File: src/rtl/capture_window_sched.sv
// Once-per-second capture window scheduler: after each second mark, waits start_dly
// cycles and then emits n_int windows of on_len cycles separated by off_len gaps.
module capture_window_sched #(
   parameter int CNT_W = 32,
   parameter int IDX_W = 16
) (
   input  logic             clk,
   input  logic             rst_n,
   input  logic             t1sec,
   input  logic             cfg_we,
   input  logic [1:0]       cfg_addr,
   input  logic [CNT_W-1:0] cfg_wdata,
   output logic             win_en,
   output logic             win_start,
   output logic [IDX_W-1:0] win_idx,
   output logic             busy,
   output logic             overrun
);

   typedef enum logic [1:0] {IDLE, DELAY, ON, OFF} state_t;

   state_t           state, state_nxt;
   logic             sync_p0, sync_p1, sync_p2, tick;
   logic [CNT_W-1:0] sh_start_dly, sh_on_len, sh_off_len;
   logic [IDX_W-1:0] sh_n_int;
   logic [CNT_W-1:0] on_len, off_len;
   logic [IDX_W-1:0] n_int;
   logic [CNT_W-1:0] cnt, cnt_nxt;
   logic [IDX_W-1:0] idx_nxt;
   logic             start_nxt;

   // t1sec synchronizer; tick is registered so it lands one cycle after the third sampling edge
   always_ff @(posedge clk) begin
      if (!rst_n) begin
         sync_p0 <= 1'b0;
         sync_p1 <= 1'b0;
         sync_p2 <= 1'b0;
         tick    <= 1'b0;
      end else begin
         sync_p0 <= t1sec;
         sync_p1 <= sync_p0;
         sync_p2 <= sync_p1;
         tick    <= sync_p1 & ~sync_p2;
      end
   end

   always_ff @(posedge clk) begin
      if (!rst_n) begin
         sh_start_dly <= '0;
         sh_on_len    <= '0;
         sh_off_len   <= '0;
         sh_n_int     <= '0;
      end else if (cfg_we) begin
         case (cfg_addr)
            2'd0:    sh_start_dly <= cfg_wdata;
            2'd1:    sh_on_len    <= cfg_wdata;
            2'd2:    sh_off_len   <= cfg_wdata;
            default: sh_n_int     <= cfg_wdata[IDX_W-1:0];
         endcase
      end
   end

   // start_dly is only consumed in the tick cycle, straight from the shadow copy
   always_ff @(posedge clk) begin
      if (!rst_n) begin
         on_len  <= '0;
         off_len <= '0;
         n_int   <= '0;
      end else if (tick) begin
         on_len  <= sh_on_len;
         off_len <= sh_off_len;
         n_int   <= sh_n_int;
      end
   end

   always_comb begin
      state_nxt = state;
      cnt_nxt   = cnt;
      idx_nxt   = win_idx;
      start_nxt = 1'b0;
      if (tick) begin
         idx_nxt = '0;
         if (sh_on_len == '0 || sh_n_int == '0) begin
            state_nxt = IDLE;
            cnt_nxt   = '0;
         end else if (sh_start_dly == '0) begin
            state_nxt = ON;
            cnt_nxt   = sh_on_len - CNT_W'(1);
            start_nxt = 1'b1;
         end else begin
            state_nxt = DELAY;
            cnt_nxt   = sh_start_dly - CNT_W'(1);
         end
      end else begin
         case (state)
            IDLE: ;
            DELAY: begin
               if (cnt == '0) begin
                  state_nxt = ON;
                  cnt_nxt   = on_len - CNT_W'(1);
                  start_nxt = 1'b1;
               end else begin
                  cnt_nxt = cnt - CNT_W'(1);
               end
            end
            ON: begin
               if (cnt != '0) begin
                  cnt_nxt = cnt - CNT_W'(1);
               end else if (win_idx == n_int - IDX_W'(1)) begin
                  state_nxt = IDLE;
               end else if (off_len == '0) begin
                  cnt_nxt   = on_len - CNT_W'(1);
                  idx_nxt   = win_idx + IDX_W'(1);
                  start_nxt = 1'b1;
               end else begin
                  state_nxt = OFF;
                  cnt_nxt   = off_len - CNT_W'(1);
               end
            end
            OFF: begin
               if (cnt == '0) begin
                  state_nxt = ON;
                  cnt_nxt   = on_len - CNT_W'(1);
                  idx_nxt   = win_idx + IDX_W'(1);
                  start_nxt = 1'b1;
               end else begin
                  cnt_nxt = cnt - CNT_W'(1);
               end
            end
            default: state_nxt = IDLE;
         endcase
      end
   end

   // outputs are registered from next-state so they line up with the state they describe
   always_ff @(posedge clk) begin
      if (!rst_n) begin
         state     <= IDLE;
         cnt       <= '0;
         win_idx   <= '0;
         win_start <= 1'b0;
         win_en    <= 1'b0;
         busy      <= 1'b0;
         overrun   <= 1'b0;
      end else begin
         state     <= state_nxt;
         cnt       <= cnt_nxt;
         win_idx   <= idx_nxt;
         win_start <= start_nxt;
         win_en    <= (state_nxt == ON);
         busy      <= (state_nxt != IDLE);
         if (tick && busy)
            overrun <= 1'b1;
         else if (cfg_we)
            overrun <= 1'b0;
      end
   end

endmodule

File: config.mk
export PLATFORM = sky130hd
export DESIGN_NAME = capture_window_sched
export DESIGN_NICKNAME = d
export VERILOG_FILES = /design/src/rtl/capture_window_sched.sv
export SDC_FILE = /design/constraint.sdc
export NUM_CORES = 1
export LEC_CHECK = 0
export CELL_PAD_IN_SITES_DETAIL_PLACEMENT = 1
export CELL_PAD_IN_SITES_GLOBAL_PLACEMENT = 1
export CORE_ASPECT_RATIO = 0.7
export CORE_MARGIN = 4
export CORE_UTILIZATION = 36
export DETAILED_ROUTE_END_ITERATION = 8
export GPL_TIMING_DRIVEN = 0
export PLACE_DENSITY_LB_ADDON = 0.1
export SLEW_MARGIN = 0
export SYNTH_ARGS = -nofsm -noshare
export SYNTH_HDL_FRONTEND = slang
export SYNTH_SLANG_ARGS = --single-unit
export TNS_END_PERCENT = 50
File: constraint.sdc
create_clock -name clk -period 9 [get_ports clk]
set_clock_uncertainty 0.2 [all_clocks]
set_input_delay 1.35 -clock clk [delete_from_list [all_inputs] [get_ports clk]]
set_output_delay 1.35 -clock clk [all_outputs]
set_load 0.005 [all_outputs]
==> impl_metrics.json, run 1 <==
{
  "status": "completed",
  "avgViaCountPerCell": 5.84,
  "hold_violations": 0,
  "antenna_cells": 0,
  "synth_edf_count": 0,
  "path_clk_slew_ps": 60,
  "drcViolationCount": 0,
  "post_dp_cell_area_mm2": 0.0149,
  "tightest_slew_ps": 1110,
  "endpoint": "cnt[14]",
  "start_kind": "register",
  "synth_top_cell_by_area": "dfxtp_1",
  "crit_type": "register to register",
  "ff2ff_setup_slack_ps": 3430,
  "highest_layer": "met5",
  "cts_inserted_buffers": 28,
  "dp_hpwl_um": 45400,
  "finalCritPeriodShare_pct": 61.9,
  "seq_area_frac_synth_pct": 36.6,
  "report.final.slew_viol_count": 0,
  "synth.top_cell.area_share_pct": 36.6,
  "r2r-end": "cnt[14]",
  "finish.instance_area_mm2": 0.0158,
  "grt_pass1_wl_um": 85900,
  "startpoint": "sh_start_dly[11]",
  "power_mw": 3.01,
  "finalCriticalPeriod_ps": 5570,
  "async_reset_ff_share_pct": 0,
  "drt-total-wl_um": 57900,
  "drtPass1Iterations": 6,
  "cts_root_buf": "clkbuf_16",
  "fin_tns_setup_ps": 0,
  "dp_cells": 2303,
  "synth_seq_cells": 250,
  "grt-ovfl-total": 0,
  "start_util_pct": 36.6,
  "path_cells": "or4_1 -> or4_4 -> nor4_4 -> buf_2 -> buf_2 -> a21oi_1 -> ha_1 -> nor4b_1 -> nand2_1 -> or3_1 -> a21oi_1 -> and2_1 -> mux2i_1 -> o21ai_0 -> a31oi_1",
  "synth_area_leaders": "dfxtp_1 37%, nand2_1 8.3%, mux2i_1 7.1%",
  "core-area_mm2": 0.0374,
  "ir_drop_mv": 0.139,
  "fmax_mhz": 180,
  "cts_hold_buffers": 0,
  "die_w_um": 241,
  "rr_startpoint": "sh_start_dly[11]",
  "layout-drive-gt1-share_pct": 6.00,
  "rsz0062_at_grt": "false",
  "route.vias.total": 13800,
  "slowest_delay_ps": 710,
  "tritoncts": "done",
  "p_per_area_mw_per_mm2": 190,
  "cts_buffer_depth": 3,
  "cp-end-kind": "register",
  "clock-sinks": 250,
  "dr_wl_met3_um": 4960,
  "setup_violations": 0,
  "synth_cell_types": 74,
  "rows": 59,
  "reg2reg_depth": 15,
  "met1Wirelength_um": 29700,
  "synth_cells": 1759,
  "nNetsFinal": 1889,
  "worstHoldPathType": "register to register",
  "fin_cells": 2355,
  "worst_ep_arrival_time_ps": 5790,
  "utilization_pct": 42.3,
  "antenna_found_initial": 4,
  "drt_iter0_drc": 1409,
  "grt_max_degree": 17,
  "grt_pass1_vias": 13400,
  "drt-wirelength-per-cell_um": 24.6,
  "ios": 58,
  "die_area_mm2": 0.0413,
  "cts-resized-gates": 0,
  "h-tree-depth": 1,
  "cpMaxStageDelayCell": "o21ai_0",
  "ant_nets": 0,
  "synth_ff_type": "dfxtp_1",
  "yosys_warnings": 0,
  "required_ps": 9220,
  "gp_congestion": 0.901,
  "grtUsageTotal_pct": 27.5,
  "synthesis.nets": 1803,
  "io_buffers": 56,
  "syn2layout_area_growth_pct": 15.4,
  "drv_cap": 0,
  "worstPathMaxFanout": 10,
  "avgSynthCellArea_um2": 7.78,
  "postCtsSetupBuffers": 0,
  "met2_wirelength_um": 22200,
  "leakagePower_nw": 5.67,
  "mappedNetlistArea_mm2": 0.0137,
  "clock_latency_ps": 590,
  "fillCellCount": 4592,
  "die_y_um": 171,
  "max_slew_margin_pct": 25.5
}
==> state kept, by name (all words and copies together) (netlist names), 2 cells and up <==
name	flops
off_len	32
cnt	32
n_int	16
win_idx	16
sh_on_len	32
sh_n_int	16
sh_off_len	32
state	2
sh_start_dly	32
on_len	32
==> kinds of logic (layout without fill, tap and decap cells) <==
group / after synthesis / after routing / synth area share (%)
compound gates: 404 / 404 / 18.0
xor+xnor: 102 / 102 / 6.53
fa+ha+maj: 6 / 6 / 0.548
buf+inv: 135 / 243 / 4.02
flops: 250 / 250 / 36.6
mux: 98 / 98 / 7.18
simple gates: 764 / 764 / 27.2
==> critical path: cells and delay by family (launching register included) <==
kind,cells,cell delay [ps]
AND/OR/NAND/NOR,7,2560
AO/OA/AOI/OAI,4,1160
buffers and inverters,2,640
flip-flops,1,410
adder cells (fa/ha/maj),1,280
multiplexers,1,120
==> final cells by class <==
type	instances	area [um2]	area share [%]
Tap cell	488	611	3.87
Buffer	114	472	2.99
Multi-Input combinational cell	1374	8130	51.5
Timing Repair Buffer	56	561	3.55
Clock buffer	40	826	5.23
Inverter	21	78.8	0.499
Sequential cell	250	5000	31.7
Clock inverter	12	114	0.721
==> where the power goes <==
part | switching (mW) | internal [mW]
registers | 0.0457 | 1.14
logic | 0.412 | 0.234
clock network | 0.507 | 0.669
==> how the worst min path moves through the flow <==
stage / slack, ps / from / to / cells after the start
CTS: 190 / sync_p2 / tick / 1
detailed placement: 180 / sync_p2 / tick / 1
finish: 190 / sync_p2 / tick / 1
floorplan: 170 / sync_p2 / tick / 1
global placement: 180 / sync_p2 / tick / 1
global route: 220 / sync_p2 / tick / 1
==> stage by stage <==
step | hold slack (ps) | worst slack, ps
2_1_floorplan | 167 | 5090
3_3_place_gp | 182 | 3650
3_5_place_dp | 183 | 3660
4_1_cts | 194 | 3610
5_1_grt | 215 | 3340
6_report | 190 | 3430
==> Yosys cell counts, types with 3 or more instances <==
library cell,number
a32oi_1,3
nand3_1,26
nor4_1,40
o41ai_1,12
o21ai_0,80
mux2i_1,97
and2_1,8
xnor2_1,63
nor3b_1,3
o32ai_1,4
o21a_1,6
buf_2,11
or2_2,19
a211o_1,6
buf_1,9
or3_1,43
nor2b_1,4
o31a_1,3
and3_1,7
o31ai_1,9
nand2_1,302
nand4_1,11
inv_1,20
or3b_2,5
a311oi_1,3
nand2b_1,7
a21oi_1,184
xor2_1,39
buf_6,4
o311ai_0,7
nor3_1,58
or4_4,6
nor4_4,3
clkbuf_1,90
ha_1,6
nor2_1,164
o211ai_1,20
dfxtp_1,250
nor4b_1,6
or4_1,35
a31oi_1,14
o221a_2,5
o22ai_1,3
a211oi_1,22
nand3b_1,6
==> placed cells by master, fill, tap and decap left out, drive strengths merged, types with 11 or more instances in the layout <==
cell,n
clkinv,11
a21oi,184
clkdlybuf4s50,56
o21ai,81
nor2,164
inv,21
or2,19
a31oi,14
buf,24
or3,43
nand2,302
o41ai,13
nor4,45
dfxtp,250
nand4,11
xor2,39
mux2i,97
xnor2,63
nand3,26
a211oi,22
o211ai,20
nor3,59
clkbuf,130
or4,41
==> per-layer routing <==
metal,global-route usage (%),vias up
met5,0,-
met1,43.3,6806
li1,-,6469
met2,37.1,417
met4,4.76,2
met3,7.70,66
No activity file was read; power rests on OpenSTA's default activity.
==> run 2: changes to the inputs <==
Clock period 9 ns to 5.6 ns, I/O delays scaled along.
==> run 2 against run 1 <==
Routed wire length up 0.12%. Utilization about the same. Count of clock-buffer cells in the layout unchanged. Critical path type unchanged.
==> impl_metrics.json, run 2 (synthesis gave the netlist of run 1 again) <==
{
  "grt_max_degree": 17,
  "core-area_mm2": 0.0374,
  "rows": 59,
  "rr_startpoint": "sh_start_dly[11]",
  "route.vias.total": 13800,
  "fin_cells": 2355,
  "clock_latency_ps": 590,
  "layout-drive-gt1-share_pct": 6.05,
  "grtUsageTotal_pct": 27.5,
  "grt_pass1_wl_um": 85900,
  "startpoint": "sh_start_dly[11]",
  "drv_cap": 0,
  "drt-total-wl_um": 57900,
  "reg2reg_depth": 15,
  "ios": 58,
  "h-tree-depth": 1,
  "antenna_found_initial": 4,
  "drcViolationCount": 0,
  "fmax_mhz": 189,
  "leakagePower_nw": 5.67,
  "seq_area_mm2": 0.00500,
  "multiInputGateArea_mm2": 0.00814,
  "finalCritPeriodShare_pct": 94.4,
  "timing.hold.ws_ps": 190,
  "postCtsSetupBuffers": 0,
  "fin_tns_setup_ps": 0,
  "dp_cells": 2303,
  "report.final.slew_viol_count": 0,
  "ir_drop_mv": 0.222,
  "r2r-end": "cnt[14]",
  "worstHoldPathType": "register to register",
  "cts-resized-gates": 0,
  "worst_ep_arrival_time_ps": 5520,
  "fillCellCount": 4592,
  "tritoncts": "done",
  "cts_buffer_depth": 3,
  "setup_violations": 0,
  "syn2layout_area_growth_pct": 15.5,
  "grt_pass1_vias": 13400,
  "grt-ovfl-total": 0,
  "status": "completed",
  "p_per_area_mw_per_mm2": 306,
  "cp-end-kind": "register",
  "cts_root_buf": "clkbuf_16",
  "gp_congestion": 0.901,
  "clock-sinks": 250,
  "drt_iter0_drc": 1405,
  "final_common_cell": "nand2_1",
  "rsz0062_at_grt": "false",
  "nNetsFinal": 1889,
  "layout_setup_ws_ps": 312,
  "required_ps": 5830,
  "preCtsSetupSlack_ps": 258,
  "dp_hpwl_um": 45400,
  "start_util_pct": 36.6,
  "mostFrequentLayoutCells": "302 x nand2_1, 250 x dfxtp_1, 184 x a21oi_1",
  "drt-wirelength-per-cell_um": 24.6,
  "die_y_um": 171,
  "antenna_cells": 0,
  "max_slew_margin_pct": 29.9,
  "io_buffers": 56,
  "cts_hold_buffers": 0,
  "ff2ff_setup_slack_ps": 310,
  "drtPass1Iterations": 5,
  "ant_nets": 0,
  "path_clk_slew_ps": 60,
  "hold_violations": 0,
  "cts_inserted_buffers": 28,
  "avgViaCountPerCell": 5.85,
  "crit_type": "register to register",
  "die_w_um": 241,
  "start_kind": "register",
  "finalCriticalPeriod_ps": 5290,
  "die_area_mm2": 0.0413,
  "endpoint": "cnt[14]",
  "tightest_slew_ps": 1040,
  "worstPathMaxFanout": 10
}
-- run 2: cell counts in the layout (fill, tap and decap cells not counted) --
No cell type changed its count.
-- run 2: worst max-delay path: stages, from the launching register on --
cell and delay [ps]:
dfxtp_1 410, or4_1 690, or4_4 580, nor4_4 480, buf_2 330, buf_2 310
a21oi_1 230, ha_1 280, nor4b_1 170, nand2_1 230, or3_1 180, a21oi_1 60
and2_1 220, mux2i_1 120, o21ai_1 470, a31oi_1 150
-- run 2: cell type report --
cell class | instances | share of cell area (%)
clock buffer | 40 | 5.23
clock inverter | 12 | 0.721
sequential | 250 | 31.7
buffer | 114 | 2.98
tap | 488 | 3.86
multi-input combinational | 1374 | 51.5
inverter | 21 | 0.499
timing repair buffer | 56 | 3.55
-- run 2: where the power goes --
| part | leakage, nW | switching (mW) | internal, mW |
|---|---|---|---|
| Sequential | 2.03 | 0.0735 | 1.83 |
| Combinational | 3.18 | 0.663 | 0.377 |
| Clock | 0.472 | 0.815 | 1.07 |
| Total | 5.67 | 1.55 | 3.28 |
-- run 2: layer usage --
| layer | track usage (%) | up-vias | part of all wire (%) |
|---|---|---|---|
| li1 | - | 6472 | - |
| met1 | 43.3 | 6792 | 51 |
| met2 | 37.1 | 445 | 38 |
| met4 | 4.76 | 2 | 1.7 |
| met3 | 7.70 | 65 | 9.3 |
| met5 | 0 | - | 0.021 |
-- run 2: how the worst min path moves through the flow --
stage                      end  cells past startpoint     from  slack (ps)
final                     tick                      1  sync_p2         190
after global routing      tick                      1  sync_p2         220
after CTS                 tick                      1  sync_p2         190
after detailed placement  tick                      1  sync_p2         180
after global placement    tick                      1  sync_p2         180
after floorplan           tick                      1  sync_p2         170
-- run 2: through the flow --
| stage | total power, mW | utilization (%) | cell area, um2 |
|---|---|---|---|
| 6_report | 4.83 | 42.3 | 15800 |
| 3_3_place_gp | 2.93 | 39.8 | 14900 |
| 3_5_place_dp | 2.95 | 39.8 | 14900 |
| 2_1_floorplan | 2.60 | - | 13700 |
| 4_1_cts | 4.84 | 42.3 | 15800 |
| 5_1_grt | 5.04 | 42.3 | 15800 |
